### src/rtl/if_stage_pkg.sv
// Shared types and constants for the instruction-fetch stage.
package if_stage_pkg;

  localparam int ADDR_W = 32;
  localparam int INST_W = 32;

  localparam logic [ADDR_W-1:0] RESET_PC_DEFAULT = 32'h0000_0000;

  // Fetch controller states
  typedef enum logic [1:0] {
    IDLE  = 2'd0,
    FETCH = 2'd1,
    FAULT = 2'd2
  } state_t;

  // A fetch address is usable only if word aligned and the whole word fits in the ROM.
  function automatic logic addr_legal(input logic [ADDR_W-1:0] addr,
                                      input logic [ADDR_W-1:0] last_addr);
    return (addr[1:0] == 2'b00) && (addr <= last_addr);
  endfunction

endpackage

### src/rtl/if_id_reg.sv
// IF/ID pipeline register: flush clears, stall holds, otherwise capture.
module if_id_reg
  import if_stage_pkg::*;
(
  input  logic              clk,
  input  logic              rst,
  input  logic              stall,
  input  logic              flush,
  input  logic [ADDR_W-1:0] pc,
  input  logic [INST_W-1:0] inst,
  input  logic              valid,
  output logic [ADDR_W-1:0] id_pc,
  output logic [INST_W-1:0] id_inst,
  output logic              id_valid
);

  logic [ADDR_W-1:0] id_pc_reg;
  logic [INST_W-1:0] id_inst_reg;
  logic              id_valid_reg;

  // Pipeline register update; flush takes priority over stall.
  always_ff @(posedge clk or posedge rst) begin
    if (rst) begin
      id_pc_reg    <= '0;
      id_inst_reg  <= '0;
      id_valid_reg <= 1'b0;
    end else if (flush) begin
      id_pc_reg    <= '0;
      id_inst_reg  <= '0;
      id_valid_reg <= 1'b0;
    end else if (!stall) begin
      id_pc_reg    <= pc;
      id_inst_reg  <= inst;
      id_valid_reg <= valid;
    end
  end

  assign id_pc    = id_pc_reg;
  assign id_inst  = id_inst_reg;
  assign id_valid = id_valid_reg;

endmodule

### src/rtl/if_stage.sv
// Instruction fetch stage: PC sequencing, branch/flush redirect, fault
// detection and the IF/ID pipeline register.
module if_stage
  import if_stage_pkg::*;
#(
  parameter logic [ADDR_W-1:0] RESET_PC  = RESET_PC_DEFAULT,
  parameter int                ROM_BYTES = 512
) (
  input  logic              clk,
  input  logic              rst,
  input  logic              stall,
  input  logic              flush,
  input  logic [ADDR_W-1:0] flush_pc,
  input  logic              branch_valid,
  input  logic [ADDR_W-1:0] branch_target,
  output logic              rom_en,
  output logic [ADDR_W-1:0] rom_addr,
  input  logic [INST_W-1:0] rom_inst,
  output logic [ADDR_W-1:0] id_pc,
  output logic [INST_W-1:0] id_inst,
  output logic              id_valid,
  output logic              fetch_err
);

  // Highest address at which a full word still lies inside the ROM.
  localparam logic [ADDR_W-1:0] LAST_ADDR = ADDR_W'(ROM_BYTES - 4);

  state_t            state_reg, state_next;
  logic [ADDR_W-1:0] pc_reg, pc_next;
  logic              pend_valid_reg, pend_valid_next;
  logic [ADDR_W-1:0] pend_target_reg, pend_target_next;
  logic              err_reg, err_next;

  // State, PC, pending-branch and sticky error registers.
  always_ff @(posedge clk or posedge rst) begin
    if (rst) begin
      state_reg       <= IDLE;
      pc_reg          <= RESET_PC;
      pend_valid_reg  <= 1'b0;
      pend_target_reg <= '0;
      err_reg         <= 1'b0;
    end else begin
      state_reg       <= state_next;
      pc_reg          <= pc_next;
      pend_valid_reg  <= pend_valid_next;
      pend_target_reg <= pend_target_next;
      err_reg         <= err_next;
    end
  end

  // Next-state and next-PC selection.
  always_comb begin
    state_next       = state_reg;
    pc_next          = pc_reg;
    pend_valid_next  = pend_valid_reg;
    pend_target_next = pend_target_reg;
    err_next         = err_reg;
    case (state_reg)
      IDLE: begin
        state_next = FETCH;
      end
      FETCH: begin
        if (flush) begin
          pc_next         = flush_pc;
          pend_valid_next = 1'b0;
        end else if (stall) begin
          // A branch resolved while stalled is remembered until the stall lifts.
          if (branch_valid) begin
            pend_valid_next  = 1'b1;
            pend_target_next = branch_target;
          end
        end else if (pend_valid_reg) begin
          pc_next         = pend_target_reg;
          pend_valid_next = 1'b0;
        end else if (branch_valid) begin
          pc_next = branch_target;
        end else begin
          pc_next = pc_reg + 32'd4;
        end
        if (!addr_legal(pc_next, LAST_ADDR)) begin
          state_next      = FAULT;
          err_next        = 1'b1;
          pend_valid_next = 1'b0;
        end
      end
      FAULT: begin
        // Only a flush leaves FAULT; an illegal vector keeps us here.
        pend_valid_next = 1'b0;
        if (flush) begin
          pc_next = flush_pc;
          if (addr_legal(flush_pc, LAST_ADDR)) begin
            state_next = FETCH;
          end
        end
      end
      default: begin
        state_next = IDLE;
      end
    endcase
  end

  assign rom_en    = (state_reg == FETCH);
  assign rom_addr  = pc_reg;
  assign fetch_err = err_reg;

  if_id_reg u_if_id_reg (
    .clk      (clk),
    .rst      (rst),
    .stall    (stall),
    .flush    (flush),
    .pc       (pc_reg),
    .inst     (rom_inst),
    .valid    (rom_en),
    .id_pc    (id_pc),
    .id_inst  (id_inst),
    .id_valid (id_valid)
  );

endmodule
### config.mk
export PLATFORM = sky130hd
export DESIGN_NAME = if_stage
export DESIGN_NICKNAME = d
export VERILOG_FILES = /design/src/rtl/if_stage_pkg.sv /design/src/rtl/if_id_reg.sv /design/src/rtl/if_stage.sv
export SDC_FILE = /design/constraint.sdc
export NUM_CORES = 1
export LEC_CHECK = 0
export CELL_PAD_IN_SITES_DETAIL_PLACEMENT = 1
export CELL_PAD_IN_SITES_GLOBAL_PLACEMENT = 1
export CORE_MARGIN = 2
export CORE_UTILIZATION = 40
export CTS_CLUSTER_DIAMETER = 30
export CTS_CLUSTER_SIZE = 12
export DETAILED_ROUTE_END_ITERATION = 8
export PLACE_DENSITY = 0.87
export SYNTH_ARGS = -nofsm -noshare
export SYNTH_HDL_FRONTEND = slang
export SYNTH_SLANG_ARGS = --single-unit
### constraint.sdc
create_clock -name clk -period 9.1 [get_ports clk]
set_clock_uncertainty 0.05 [all_clocks]
set_input_delay 0.91 -clock clk [delete_from_list [all_inputs] [get_ports clk]]
set_output_delay 0.91 -clock clk [all_outputs]
set_load 0.01 [all_outputs]
# == After elaboration in Yosys (flattened, before gate mapping) ==
# Index checks and enable logic that the tools add are counted.
# W data, S select, Z words.
# word_totals
input_bits,101
regBits,133
ramBits,0
latch_bits,0
elab_cells,53
n_memories,0
rom_bits,0
# classes
reduce_logical,11
n_div,0
n_bitwise,2
addsub,1
shift,0
n_eq_ne,7
muxes,22
order_cmp,2
n_mul,0
# ops
operator,count
$mux W32,10
$le A32 B9 Y1 const B,2
$pmux W32 S2,1
$add A32 B3 Y32 const B,1
$logic_not A2 Y1,3
$mux W1,6
$mux W2,3
$ne A2 B2 Y1 const B,3
$pmux W2 S3,1
$reduce_and A2 Y1,3
$ne A5 B5 Y1 const B,1
$reduce_and A4 Y1,1
$reduce_and A3 Y1,1
$eq A2 B1 Y1 const B,1
$eq A2 B2 Y1 const B,1
$logic_and A1 B1 Y1,2
$ne A2 B1 Y1 const B,1
$not A1 Y1,2
$pmux W1 S2,1
$reduce_bool A2 Y1,1

# == Depth between registers and ports, before layout ==
# Gate-level depths: netlist (run 1).
# logic_depth
ltp_word,10
ltp_mapped,11
depth_no_buf,9

# == Hierarchy ==
# Synthesis (run 1) repeated with hierarchy kept, for this count alone.
# unflattened
cells_unflattened,781
hier_area_um2,7569.8
# modules_own_cells
mod,cells_per_inst,area_each_um2,instances,seq_area_each_um2
if_stage,571,4898.4,1,1701.6
if_id_reg,210,2671.3,1,1626.6

# == Worst setup path after synthesis (run 1) ==
# Ideal clock, no wire load.
# synth_path
path_kind,input -> register
from,in branch_valid
to,reg state_reg[0]
path_buffers,3
setup_slack_ns,6.106
cell_stages,8
arrival_ns,2.818
path_cell_list,clkbuf_1 > clkbuf_1 > clkbuf_1 > o41ai_1 > a221oi_1 > a41oi_2 > o31a_1 > o32a_1
# synth_via
elab_chain_cells,9
word_cells_on_any_way,10
# synth_rtl
element,line_no,text
start: declaration,if_stage.sv:14,"input logic branch_valid,"
$mux W32 (*),if_stage.sv:75,end else if (branch_valid) begin
$mux W32 (*),if_stage.sv:72,end else if (pend_valid_reg) begin
$mux W32 (*),if_stage.sv:66,end else if (stall) begin
$mux W32 (*),if_stage.sv:63,if (flush) begin
$mux W32 (*),if_stage.sv:58,case (state_reg)
$le A32 B9 Y1 or $logic_not A2 Y1 (tied branches),if_stage_pkg.sv:19,return (addr[1:0] == 2'b00) && (addr <= last_addr);
$logic_and A1 B1 Y1 (*),if_stage_pkg.sv:19,
$ne A2 B2 Y1 (no line) (*),-,
$reduce_and A3 Y1 (no line) (*),-,
end signal: assignment,if_stage.sv:43,state_reg <= state_next;
end: declaration,if_stage.sv:28,"state_t state_reg, state_next;"
# Every way passes the cells marked *; elsewhere a longest branch is shown, timed or not. The select of a mux whose other input is x is not followed.
# A chain may end at the register's enable or synchronous reset.

# == Worst setup path after layout (run 1) ==
# layout_path
from,in stall
to,reg state_reg[0]
# layout_via
elab_chain_cells,7
word_cells_on_any_way,8
# layout_rtl
element,line_no,text
start: declaration,if_stage.sv:11,"input logic stall,"
$mux W32 (*),if_stage.sv:66,
$mux W32 (*),if_stage.sv:63,
$mux W32 (*),if_stage.sv:58,
$le A32 B9 Y1 or $logic_not A2 Y1 (tied branches),if_stage_pkg.sv:19,
$logic_and A1 B1 Y1 (*),if_stage_pkg.sv:19,
$ne A2 B2 Y1 (no line) (*),-,
$reduce_and A3 Y1 (no line) (*),-,
# Marks and branches as above.

==> results of run 1 <==
-- routing by layer --
metal | track usage (%) | up-vias | share of wire, %
met2 | 48.5 | 343 | 49
met5 | 0 | - | 0
met3 | 6.74 | 65 | 7.6
met1 | 34.7 | 3585 | 40
li1 | - | 3186 | -
met4 | 10.3 | 0 | 3.1
-- power groups by stage --
| stage | Combinational [mW] | Sequential [mW] | Clock, mW |
|---|---|---|---|
| CTS | 1.04 | 1.04 | 0.669 |
| global placement | 0.990 | 1.04 | 0 |
| finish | 1.04 | 1.05 | 0.661 |
| global route | 1.13 | 1.07 | 0.698 |
| detailed placement | 1.03 | 1.05 | 0 |
| floorplan | 0.597 | 0.966 | 0 |
-- synthesized netlist by cell type (all sizes together), types with 3 or more instances --
| master | n | share of area, % |
|---|---|---|
| a21o | 4 | 0.40 |
| a211oi | 6 | 0.61 |
| nor3 | 11 | 0.74 |
| o22ai | 22 | 1.8 |
| mux2i | 68 | 9.1 |
| o31a | 3 | 0.37 |
| a22oi | 6 | 0.61 |
| a221oi | 10 | 1.2 |
| buf | 21 | 1.7 |
| a211o | 3 | 0.37 |
| nand2b | 4 | 0.34 |
| clkbuf | 42 | 2.1 |
| nor4 | 9 | 0.76 |
| a31oi | 9 | 0.76 |
| xnor2 | 6 | 0.71 |
| and2 | 5 | 0.42 |
| a21oi | 36 | 2.4 |
| mux2 | 31 | 4.7 |
| and3 | 8 | 0.69 |
| or3 | 9 | 0.84 |
| nor3b | 8 | 0.81 |
| o211ai | 7 | 0.71 |
| a41oi | 3 | 0.45 |
| o311ai | 6 | 0.71 |
| nand4 | 11 | 1.3 |
| o31ai | 9 | 0.91 |
| dfrtp | 133 | 45 |
| o2111ai | 4 | 0.47 |
| ha | 4 | 0.67 |
| inv | 19 | 0.96 |
| nand3b | 3 | 0.30 |
| or4 | 5 | 0.52 |
| nand3 | 14 | 1.1 |
| nand2 | 52 | 2.6 |
| o21ai | 37 | 2.5 |
| nor2b | 14 | 1.2 |
| nor2 | 108 | 5.4 |
| and4 | 5 | 0.59 |
-- path summary, 6_finish.rpt --
| check | startpoint | end | cells after the start |
|---|---|---|---|
| setup / recovery | stall | state_reg[0]$_DFFE_PP0P_ | 9 |
| hold / removal | fetch_err$_DFFE_PP0P_ | fetch_err$_DFFE_PP0P_ | 1 |
| setup reg to reg | rom_addr[2]$_DFFE_PP0P_ | state_reg[0]$_DFFE_PP0P_ | 9 |
| hold reg to reg | fetch_err$_DFFE_PP0P_ | fetch_err$_DFFE_PP0P_ | 1 |
| max in group asynchronous | rst | pend_valid_reg$_DFFE_PP0P_ | 3 |
| min in group asynchronous | rst | u_if_id_reg.id_inst[30]$_DFFE_PP0N_ | 2 |
-- kinds of logic (layout without fill, tap and decap cells) --
group	after synthesis	after routing
buf+inv	83	258
compound gates	184	184
xor+xnor	7	7
flops	133	133
fa+ha+maj	4	4
simple gates	270	270
mux	99	99
-- worst max-delay path: stages --
cell      delay, ns
buf_4          0.46
buf_4          0.84
nor2b_1        0.10
a221oi_1       0.37
nand3_1        0.22
a211oi_1       0.37
nand4b_2       0.21
o31a_1         0.29
o32a_1         0.17
-- area by class of cell --
type | count | area, µm²
Clock buffer | 17 | 425
Fill cell | 2038 | 8040
Inverter | 20 | 80.1
Timing Repair Buffer | 206 | 2040
Multi-Input combinational cell | 564 | 3750
Tap cell | 229 | 287
Clock inverter | 15 | 136
Sequential cell | 133 | 3330
-- stage by stage --
stage	area [µm²]	cells	hold WS [ns]	setup WS, ns	total power [mW]
after global placement	9480	1152	0.404	5.08	2.03
after CTS	10000	1184	0.432	5.40	2.75
final	10000	1184	0.430	5.33	2.75
after detailed placement	9480	1152	0.414	4.94	2.08
after floorplan	7440	780	0.421	4.59	1.56
after global routing	10000	1184	0.463	5.18	2.90
-- cells in the final DEF, fill, tap and decap left out, types with 5 or more instances in the layout --
cell / instances
a211oi_1: 6
nand4_1: 9
xnor2_1: 6
o22ai_1: 22
buf_4: 8
a21oi_1: 36
nor2b_1: 14
nor2_1: 108
inv_6: 5
clkdlybuf4s50_1: 197
inv_1: 18
or3_1: 7
nor3b_1: 8
a221oi_1: 10
dfrtp_1: 132
clkbuf_16: 17
nor3_1: 11
nor4_1: 9
o31ai_1: 9
and4_1: 5
o311ai_0: 6
and2_1: 5
mux2_2: 31
mux2i_1: 68
a31oi_1: 9
inv_8: 5
a22oi_1: 6
o21ai_0: 36
nand3_1: 11
and3_1: 7
o211ai_1: 7
nand2_1: 52
==> results.txt, run 1 <==
- After detailed routing, the number of vias per cell comes to 6.06.
* Total wirelength of the detailed-routed design: 27.5 mm
- Cts hold-fix bufs: 0
* Register-to-register setup slack: 5.40 ns
- Static leakage: 4.23 nW
- Post-synthesis instance area: approximately 7400 µm²
- Global-route congestion overflow total: 0
- Die X: 140 µm
- CTS H-tree lvls: 4
* Top-level port count: 200
- Post-synthesis compound-gate area fraction: 16.7%
- After routing, the total negative slack on setup checks comes to 0 ns.
* Transition time at the pin with the least slew margin: 1.36 ns
- For the worst setup path, the data arrival time is 4.02 ns.
- Entering global routing, the biggest net connects 86 pins.
* Post-Synthesis Mean Instance Area: 9.54 µm²
* Ys Warns: 0
* Sequential fraction of the synthesis area: 44.7%
- By area, the combinational part of the netlist is dominated by simple AND/OR/NAND/NOR gates.
* Number of setup buffers added after CTS: 0
- Slew HR: approximately 8.3%
- For the worst setup path, the data required time is 9.36 ns.
- Cells with a size suffix above 1 make up 9.53% of the layout.
- Switching Power: 1.12 mW
* Max Fclk: ~0.27 GHz
- The number of global-route vias before repair came to 7583.
- The final hold violation count came to 0.
- After layout, the minimum clock period comes to 3.77 ns.
- The number of antenna violations at the first check in global routing came to 0.
- Buffers placed on the I/O ports in this run total 199.
* Sink count of the clock tree: 133
- Core Region: 18100 µm²
- Number of design rule violations left after detail routing: 0
- In the global route stage, overall resource usage came out at 28.3%.
- Post-synthesis instance total: 780
- Synthesis inferred 133 register bits.
* Final critical-path share of the clock period: about two fifths
- Num rows: 49
* VDD IR max: 157 µV
- The initial utilization of the core area, before any placement, comes to slightly above 40%.
- For this run, the share of the core covered by cells in the final layout is a little under three fifths.
* Detailed Route Iter0 Violations: 697
- First-pass iteration count of the detailed router: 5
- Number of nets produced by synthesis: 885
- Compared with the post-synthesis result, the final layout area differs by 35.0%.
- Fraction of power spent switching nets: approximately 41%
* Areal power density over the cells: 274 nW/µm²
- Count of final setup violators: 0
* Worst-case clock buffer depth: 2
- Number of enable flip-flop cells after synthesis: 0
- Clock network fraction of total power: between 20% and 30%
- Global placer's final weighted congestion: 0.891
* CTS tree: yes
- Synthesized-area fraction occupied by and/or/nand/nor cells: about 18%
- Of the total power, combinational logic draws ~38%.
- The root buffer cell chosen for the clock tree is clkbuf_16.
- Crit. End Element: flip-flop
- Placed wire-length estimate: roughly 20 mm
- Type of origin of the critical path: input pin
- The synthesized netlist devotes 0.824% of its cell area to XOR and XNOR gates.
- Async SR Flop Fraction: 100%
- The final-report max-slew violation count was 0.
* Fraction of power consumed by sequential logic: between 30% and 40%
- Along the worst path, the maximum fanout reaches 65.
- Number of nets in the final layout: between 1000 and 1500
- Count of max-cap constraint violations: 0
* Die Footprint: 19700 µm²
- Kind of critical path: in2reg
- Counting the buffers created by CTS gives 17.
* Distinct cells, synth: roughly 70
* Number of gates given a new drive strength after cts: 0
* Post-synth top flop: dfrtp_1
- RSZ-0062 raised after global routing: false
- After clock tree synthesis, the clock-pin slew on the worst setup and hold paths is 0.07 ns.
- Multiplexer fraction of the synthesized cell area: between 10 and 15%
- Clock latency on the worst-skew pair: 0.44 ns
* Class of the worst hold path: reg2reg
* Synth Area in Adders: 0.673%
* Antenna Cells: 0
- After detailed routing, the average wire length per cell comes to between 20 and 25 µm.
* Global-route wire length before repair: 43.1 mm
- In this run the vertical extent of the chip is about 140 µm.
* Int Power: 1.64 mW
- The flow ran to the end, and the final reports show no timing, DRC or antenna violations.
- Once detail routing completed, the nets flagged for antenna violations numbered 0.
- For this block, the via count after detailed routing is 7179.
Note: power is estimated with default switching activity, not from simulation.
==> inputs of run 2 (changes only) <==
--- a/config.mk
+++ b/config.mk
@@ -8,11 +8,11 @@
 export CELL_PAD_IN_SITES_DETAIL_PLACEMENT = 1
 export CELL_PAD_IN_SITES_GLOBAL_PLACEMENT = 1
 export CORE_MARGIN = 2
-export CORE_UTILIZATION = 40
+export CORE_UTILIZATION = 33
 export CTS_CLUSTER_DIAMETER = 30
 export CTS_CLUSTER_SIZE = 12
 export DETAILED_ROUTE_END_ITERATION = 8
-export PLACE_DENSITY = 0.87
+export PLACE_DENSITY = 0.76
 export SYNTH_ARGS = -nofsm -noshare
 export SYNTH_HDL_FRONTEND = slang
 export SYNTH_SLANG_ARGS = --single-unit
==> constraint.sdc (replaced) <==
create_clock -name clk -period 3.35 [get_ports clk]
set_clock_uncertainty 0.05 [all_clocks]
set_input_delay 0.335 -clock clk [delete_from_list [all_inputs] [get_ports clk]]
set_output_delay 0.335 -clock clk [all_outputs]
set_load 0.01 [all_outputs]
==> run 2 against run 1 <==
  * Sequential share of layout area fell by 1.6 points
  * Design area rose by 5.2%
  * Critical path depth did not move
  * Critical endpoint unchanged
  * Wire length rose by 4.4%
  * Clock-buffer cell count rose by 5
  * Combinational power rose to 3.2 times the previous value
  * Highest routed layer unchanged
==> results.txt, run 2 (synthesized netlist as in run 1, its figures left out) <==
- Run status: completed
- Die Footprint: 23800 µm²
- On the final layout, the worst hold slack is 0.398 ns.
- Clock root buffer: clkbuf_16
- Worst-case clock buffer depth: 2
* RSZ-0062 raised after global routing: false
* Placed wire-length estimate: 21.3 mm
* CTS H-tree lvls: 4
* Core Region: 22000 µm²
- Final core occ: 48.1%
- Setup TNS: 0 ns
- Areal power density over the cells: ~750 nW/µm²
- VDD IR max: 369 µV
- Global-route congestion overflow total: 0
- Final worst setup slack: 0.220 ns
* GRT Overall Usage: approximately a quarter
- Number of nets in the final layout: between 1000 and 1500
- Headroom to the max-slew limit came out at 40.6%.
- Vias per Instance: 5.69
- Most frequent standard cell in the layout excluding fill and tap cells: clkdlybuf4s50_1
* Clock latency on the worst-skew pair: 0.43 ns
- Per-cell routed wire length: 22.4 µm
- The analysis attributes to cell leakage a power of 4.50 nW.
- Final worst path period need: 3.13 ns
- Timing analysis after detailed placement gives a worst setup slack of 0.205 ns.
* Peak per-stage delay on the critical path: 0.53 ns
- Of the cells placed in the final design, the portion with a size suffix greater than 1 is between 10% and 20%.
* Antenna viol nets, final: 0
- CTS Buf Count: 17
- I/O Buffers: 199
- Top library cells by usage in the layout, fill and taps aside: clkdlybuf4s50_1 (197), dfrtp_1 (130), nor2_1 (108)
- Max-cap violations in this run came to 0.
- Post-route insts no fill: 1283
- With fillers left out, the area of the finished cells amounts to 10600 µm².
- Type of origin of the critical path: flip-flop
- The number of global-route vias before repair is 7571.
- The congestion estimate from routability-driven global placement came to 0.950.
- The number of antenna violations at the first check in global routing is 0.
- Number of design rule violations left after detail routing: 0
- Entering global routing, the biggest net connects 64 pins.
- Area added between synthesis and finish: 42.0%
- The floorplan step set the die height to 154 µm.
- Crit. End Element: flip-flop
- The initialized floorplan defines 54 standard-cell rows.
- Fill cell total of the finished layout: 2439
- Transition time at the pin with the least slew margin: 0.889 ns
* Post-Place Cells: 1251
- Detailed Route Iter0 Violations: 444
* Total placed instance area: 9930 µm²
* Critical Path AT: around 3.4 ns
* Final Hold Vio Count: 0
* Post-CTS clock slew at the launch and capture registers of the worst setup and hold paths: 0.06 ns
- Initial Utilization: 33.9%
* Max Fclk: between 0.3 and 0.4 GHz
- Cell Chain, Critical Path: ha_1 > nand3_2 > or3_1 > or4_1 > a31oi_1 > nor3_1 > a41oi_2 > nor3_1 > o32a_1
* Cts hold-fix bufs: 0
- Most used cell, CP: nor3_1
- The routed layout has 7304 vias.
- TritonCTS built the clock tree.
- The routed design has 28.7 mm of wire.
* First-pass iteration count of the detailed router: 5
- The first global-routing pass estimated 44.5 mm of wire.
- The worst setup path is of the reg2reg kind.
- Top-level port count: 200
- PnR Total Power: 7.98 mW
- The min-delay analysis places its worst path in the category in2async.
* Final-report max-slew violation count: 0
- Die X: 154 µm
- The repair_antennas step left the layout with diodes totalling 0.
* Final critical-path share of the clock period: between 90% and 100%
* Worst-path maximum fanout: 7
- Cell with the biggest individual delay on the critical path: or4_1
* Count of final setup violators: 0
- Clock tree synthesis found a total of 133 sinks.
- Data on the critical path is required at its endpoint by 3.61 ns.
-- run 2: worst paths after layout --
kind                       depth (start not counted)  slack [ns]                                end                    start
setup / recovery                                   9        0.22           state_reg[0]$_DFFE_PP0P_  rom_addr[3]$_DFFE_PP0P_
hold / removal                                     2        0.40  u_if_id_reg.id_pc[23]$_DFFE_PP0N_                      rst
setup reg to reg                                   9        0.22           state_reg[0]$_DFFE_PP0P_  rom_addr[3]$_DFFE_PP0P_
hold reg to reg                                    1        0.42              fetch_err$_DFFE_PP0P_    fetch_err$_DFFE_PP0P_
max in group asynchronous                          3        2.02           rom_addr[30]$_DFFE_PP0P_                      rst
min in group clk                                   1        0.42              fetch_err$_DFFE_PP0P_    fetch_err$_DFFE_PP0P_
-- run 2: layer usage --
metal | vias to the layer above | global-route usage, % | share of wire (%)
met5 | - | 0 | 0
met1 | 3643 | 30.5 | 42
li1 | 3279 | - | -
met4 | 0 | 9.61 | 3.4
met2 | 305 | 40.7 | 48
met3 | 77 | 5.44 | 6.4
-- run 2: timing repair --
item	in CTS	in global routing
resized for setup	0	3
setup endpoints to repair	0	3
setup buffers	0	0
-- run 2: report_power, final --
part           internal (mW)  switching [mW]
clock                   1.25           0.771
sequential              2.10           0.544
combinational           1.58            1.73
total                   4.93            3.04
-- run 2: critical path, delay by kind of cell (launching register included) --
kind	cells	cell delay [ns]
DFF	1	0.45
AOI/OAI and AO/OA	3	0.86
adders and majority gates	1	0.25
and+or+nand+nor	5	1.41
-- run 2: area by class of cell --
| class | instances | area, µm² | share of cell area (%) |
|---|---|---|---|
| Multi-Input combinational cell | 564 | 3760 | 35.5 |
| Sequential cell | 133 | 3330 | 31.5 |
| Timing Repair Buffer | 254 | 2420 | 22.9 |
| Clock buffer | 22 | 484 | 4.58 |
| Tap cell | 280 | 350 | 3.32 |
| Clock inverter | 10 | 144 | 1.36 |
| Inverter | 20 | 78.8 | 0.746 |
